[src/rtl/multi_serializer.sv]
// Multi-lane parallel-to-serial converter: buffers one CHANNELS x WIDTH word and
// shifts every lane out in lockstep on bit_en strobes, falling back to IDLE_WORD.
module multi_serializer #(
   parameter int               WIDTH     = 10,
   parameter int               CHANNELS  = 3,
   parameter bit               LSB_FIRST = 1'b1,
   parameter logic [WIDTH-1:0] IDLE_WORD = '0
) (
   input  logic                      clk,
   input  logic                      rst_n,
   input  logic                      bit_en,
   input  logic                      in_valid,
   output logic                      in_ready,
   input  logic [CHANNELS*WIDTH-1:0] in_data,
   output logic [CHANNELS-1:0]       serial_out,
   output logic                      word_start,
   output logic                      underflow
);

   localparam int               CNT_W    = (WIDTH > 1) ? $clog2(WIDTH) : 1;
   localparam logic [CNT_W-1:0] LAST_BIT = CNT_W'(WIDTH - 1);

   logic [CHANNELS-1:0][WIDTH-1:0] shift_q;
   logic [CNT_W-1:0]               bit_cnt;
   logic [CHANNELS*WIDTH-1:0]      hold;
   logic                           hold_full;

   // Accept and drain never coincide: accept needs an empty buffer, drain a full one.
   always_ff @(posedge clk) begin
      if (!rst_n) begin
         for (int c = 0; c < CHANNELS; c++) begin
            shift_q[c] <= IDLE_WORD;
         end
         bit_cnt   <= '0;
         hold      <= '0;
         hold_full <= 1'b0;
         underflow <= 1'b0;
      end else begin
         underflow <= 1'b0;
         if (in_valid && !hold_full) begin
            hold      <= in_data;
            hold_full <= 1'b1;
         end
         if (bit_en) begin
            if (bit_cnt == LAST_BIT) begin
               bit_cnt <= '0;
               if (hold_full) begin
                  for (int c = 0; c < CHANNELS; c++) begin
                     shift_q[c] <= hold[c*WIDTH +: WIDTH];
                  end
                  hold_full <= 1'b0;
               end else begin
                  for (int c = 0; c < CHANNELS; c++) begin
                     shift_q[c] <= IDLE_WORD;
                  end
                  underflow <= 1'b1;
               end
            end else begin
               bit_cnt <= bit_cnt + 1'b1;
               for (int c = 0; c < CHANNELS; c++) begin
                  if (LSB_FIRST) begin
                     shift_q[c] <= {1'b0, shift_q[c][WIDTH-1:1]};
                  end else begin
                     shift_q[c] <= {shift_q[c][WIDTH-2:0], 1'b0};
                  end
               end
            end
         end
      end
   end

   // Outputs are taken directly from registers so the pad path stays glitch-free.
   always_comb begin
      serial_out = '0;
      for (int c = 0; c < CHANNELS; c++) begin
         serial_out[c] = LSB_FIRST ? shift_q[c][0] : shift_q[c][WIDTH-1];
      end
   end

   assign in_ready   = ~hold_full;
   assign word_start = (bit_cnt == '0);

endmodule
[config.mk]
export PLATFORM = sky130hd
export DESIGN_NAME = multi_serializer
export DESIGN_NICKNAME = d
export VERILOG_FILES = /design/src/rtl/multi_serializer.sv
export SDC_FILE = /design/constraint.sdc
export NUM_CORES = 1
export LEC_CHECK = 0
export CORE_ASPECT_RATIO = 1.1
export CORE_MARGIN = 1
export CORE_UTILIZATION = 40
export DETAILED_ROUTE_END_ITERATION = 7
export PLACE_DENSITY_LB_ADDON = 0.08
export SLEW_MARGIN = 10
export SYNTH_ARGS = -nofsm -noshare
export SYNTH_HDL_FRONTEND = slang
export SYNTH_SLANG_ARGS = --single-unit
[constraint.sdc]
create_clock -name clk -period 1.83 [get_ports clk]
set_input_delay 0.183 -clock clk [delete_from_list [all_inputs] [get_ports clk]]
set_output_delay 0.183 -clock clk [all_outputs]
set_load 0.05 [all_outputs]
==> results.yml <==
status:
  status: "finished, final reports clean"
sta:
  grt_setup_unrepaired: "no"
  fin_crit_ns: 1.641
  hold_violations: 0
  fin_setup_tns_ns: 0
  fin_skew_ns: 0.003989
  finalSetupViolations: 0
  worst_pin_slew_ns: 0.4915
  fin_crit_sh: 0.8969
  finalMaxSlewViolations: 0
  relSlewSlack: 0.6713
  max_freq_mhz: 609.3
cts:
  clock_sinks: 66
  cts_root_buffer: "clkbuf_8"
  numCtsBuffers: 9
  clk_latency_ns: 0.33
  ctsLongestPathBuffers: 2
  cts_resized: 0
  cts_max_level: 3
  holdBufCountCts: 0
  cts_tree: "done"
  path_clk_slew_ns: 0.07
  post_cts.repair.setup_buffers: 0
worst_setup_path:
  critPathBufInv: 1
  worstRegToRegCells: 4
  worst_setup_path_end_kind: "output port"
  start_kind: "flip-flop"
  cp_num_cells: 1
  critPathSlowestCell: "clkdlybuf4s50_1"
  crit_type: "flip-flop to output port"
  critPathMaxStageDelay_ns: 0.80
  crit_required_ns: 1.65
  crit_family: "buffers and inverters"
  cp_max_fo: 2
  critical_path.cell_chain: "clkdlybuf4s50_1"
  rrSetupSlack_ns: 0.52
  arrival_ns: 1.46
placement:
  dp_cells: 429
  gp_congestion: 0.6996
  hpwl_microns: 3419
  io_buffers: 39
min_path:
  whs_path_depth: 2
  worstHoldPathType: "primary input to flip-flop"
run:
  drv_cap: 0
floorplanning:
  initial_core_util: 0.4184
  io_pins: 40
  die_w_microns: 81.42
  die_h_microns: 89.36
  rows: 31
  core_area_sq_mm: 0.006633
  die_area_sq_mm: 0.007275
yosys:
  synth_largest_area_cell: "dfxtp_1"
  netlist_instances: 331
  syn-num-nets: 365
  synth_area_sq_mm: 0.002775
  ys_types: 28
  netlist_top_cells_count: "nand2_1, dfxtp_1, a21boi_0, a31oi_1, o21ai_0"
  synth_ff_type: "dfxtp_1"
  yosysWarnings: 0
  synth_top_area_frac: 0.4761
  synth_seq_cells: 66
  synth_enable_flop_cells: 0
  synth-seq-area-share: 0.4761
  avgSynthCellArea_sq_um: 8.384
  yosysMostFrequentCell: "nand2_1"
  ys_async_sr_fraction: 0
  yosys-top-cells-area: "dfxtp_1, nand2_1, a21boi_0"
grt:
  grt_pass1_vias: 2137
  grt_use_total: 0.1748
  globalRoute.totalOverflow: 0
  antenna_found_initial: 0
  grt_pass1_wl_microns: 9660
  grt_max_degree: 68
drt:
  wl_per_cell_microns: 12.52
  ant_nets: 0
  dr_total_vias: 2286
  totalWireLength_microns: 5572
  routed_via_density: 5.137
  first_pass_iters: 4
  remaining_drc_errors: 0
  drt_iter0_drc: 148
pwr:
  p_total_uw: 2948
  p_leak_uw: 0.001155
  p_per_area_mw_per_mm2: 884.1
  vdd_ir_drop_max_mv: 0.4059
finish:
  layout.cells.non_filler: 445
  seq_area_sq_mm: 0.001321
  fin_nets: 392
  fillCellCount: 669
  drive_gt1_frac: 0.1102
  multi_input_area_sq_mm: 0.001256
  area_growth_pct: 20.15
  antenna_cells: 0
[layout make-up]
class	instances	share of cell area
Clock buffer	13	0.04465
Sequential cell	66	0.3962
Multi-Input combinational cell	229	0.3767
Tap cell	82	0.03077
Inverter	2	0.002251
Timing Repair Buffer	50	0.1448
Clock inverter	3	0.004503
[cells in the final DEF (no fill, tap or decap), types with 2 or more instances in the layout]
| master | Yosys | final |
|---|---|---|
| a21boi_0 | 33 | 33 |
| a31oi_1 | 28 | 28 |
| and2_1 | 2 | 2 |
| buf_12 | 1 | 2 |
| buf_2 | 14 | 2 |
| buf_4 | 4 | 11 |
| clkbuf_1 | 12 | 3 |
| clkbuf_8 | 0 | 10 |
| clkdlybuf4s50_1 | 0 | 35 |
| clkinv_2 | 0 | 3 |
| dfxtp_1 | 66 | 66 |
| inv_1 | 2 | 2 |
| nand2_1 | 91 | 91 |
| nand2b_1 | 4 | 4 |
| nand3_1 | 19 | 19 |
| nand3_2 | 9 | 9 |
| nand4_1 | 3 | 3 |
| o21ai_0 | 28 | 28 |
[sequential cells by signal, summed over array words and instances (netlist names)]
| name | cells |
|---|---|
| bit_cnt | 4 |
| hold | 30 |
| hold_full | 1 |
| serial_out | 3 |
| shift_q | 27 |
| underflow | 1 |
[routing by layer]
| metal | vias up | global-route usage | share of wire | wire length [microns] |
|---|---|---|---|---|
| met5 | - | 0 | 0 | 0 |
| met1 | 1063 | 0.2105 | 0.47 | 2608 |
| met3 | 8 | 0.03367 | 0.031 | 173 |
| met4 | 0 | 0.08766 | 0.015 | 86 |
| li1 | 1186 | - | - | - |
| met2 | 29 | 0.2955 | 0.49 | 2704 |
[stage by stage]
stage / cell area [sq um] / utilization / hold slack, ns / setup WS, ns
global route: 3334 / 0.5027 / 0.2611 / 0.1445
finish: 3334 / 0.5027 / 0.2494 / 0.1887
CTS: 3334 / 0.5027 / 0.2348 / 0.1687
detailed placement: 3171 / 0.4780 / 0.4566 / 0.4153
global placement: 3171 / 0.4780 / 0.4506 / 0.4435
floorplan: 2781 / - / 0.3279 / 0.3245
[worst paths after layout]
check                                   start       endpoint
worst min-delay path                   bit_en    shift_q[12]
worst min register to register        hold[9]        hold[9]
worst max register to register     bit_cnt[0]    shift_q[13]
worst max-delay path            serial_out[2]  serial_out[2]
[power breakdown]
group,total (uW),internal (uW),switching [uW]
Combinational,338,161,177
Clock,1050,523,526
Sequential,1560,1520,44.3
[cells by family after synthesis]
kind of cell / after synthesis / share of synthesized area
flops: 66 / 0.4761
compound gates: 93 / 0.2128
buf+inv: 36 / 0.07439
mux: 1 / 0.004057
xor+xnor: 2 / 0.006313
simple gates: 133 / 0.2263
Note: power is estimated with default switching activity, not from simulation.
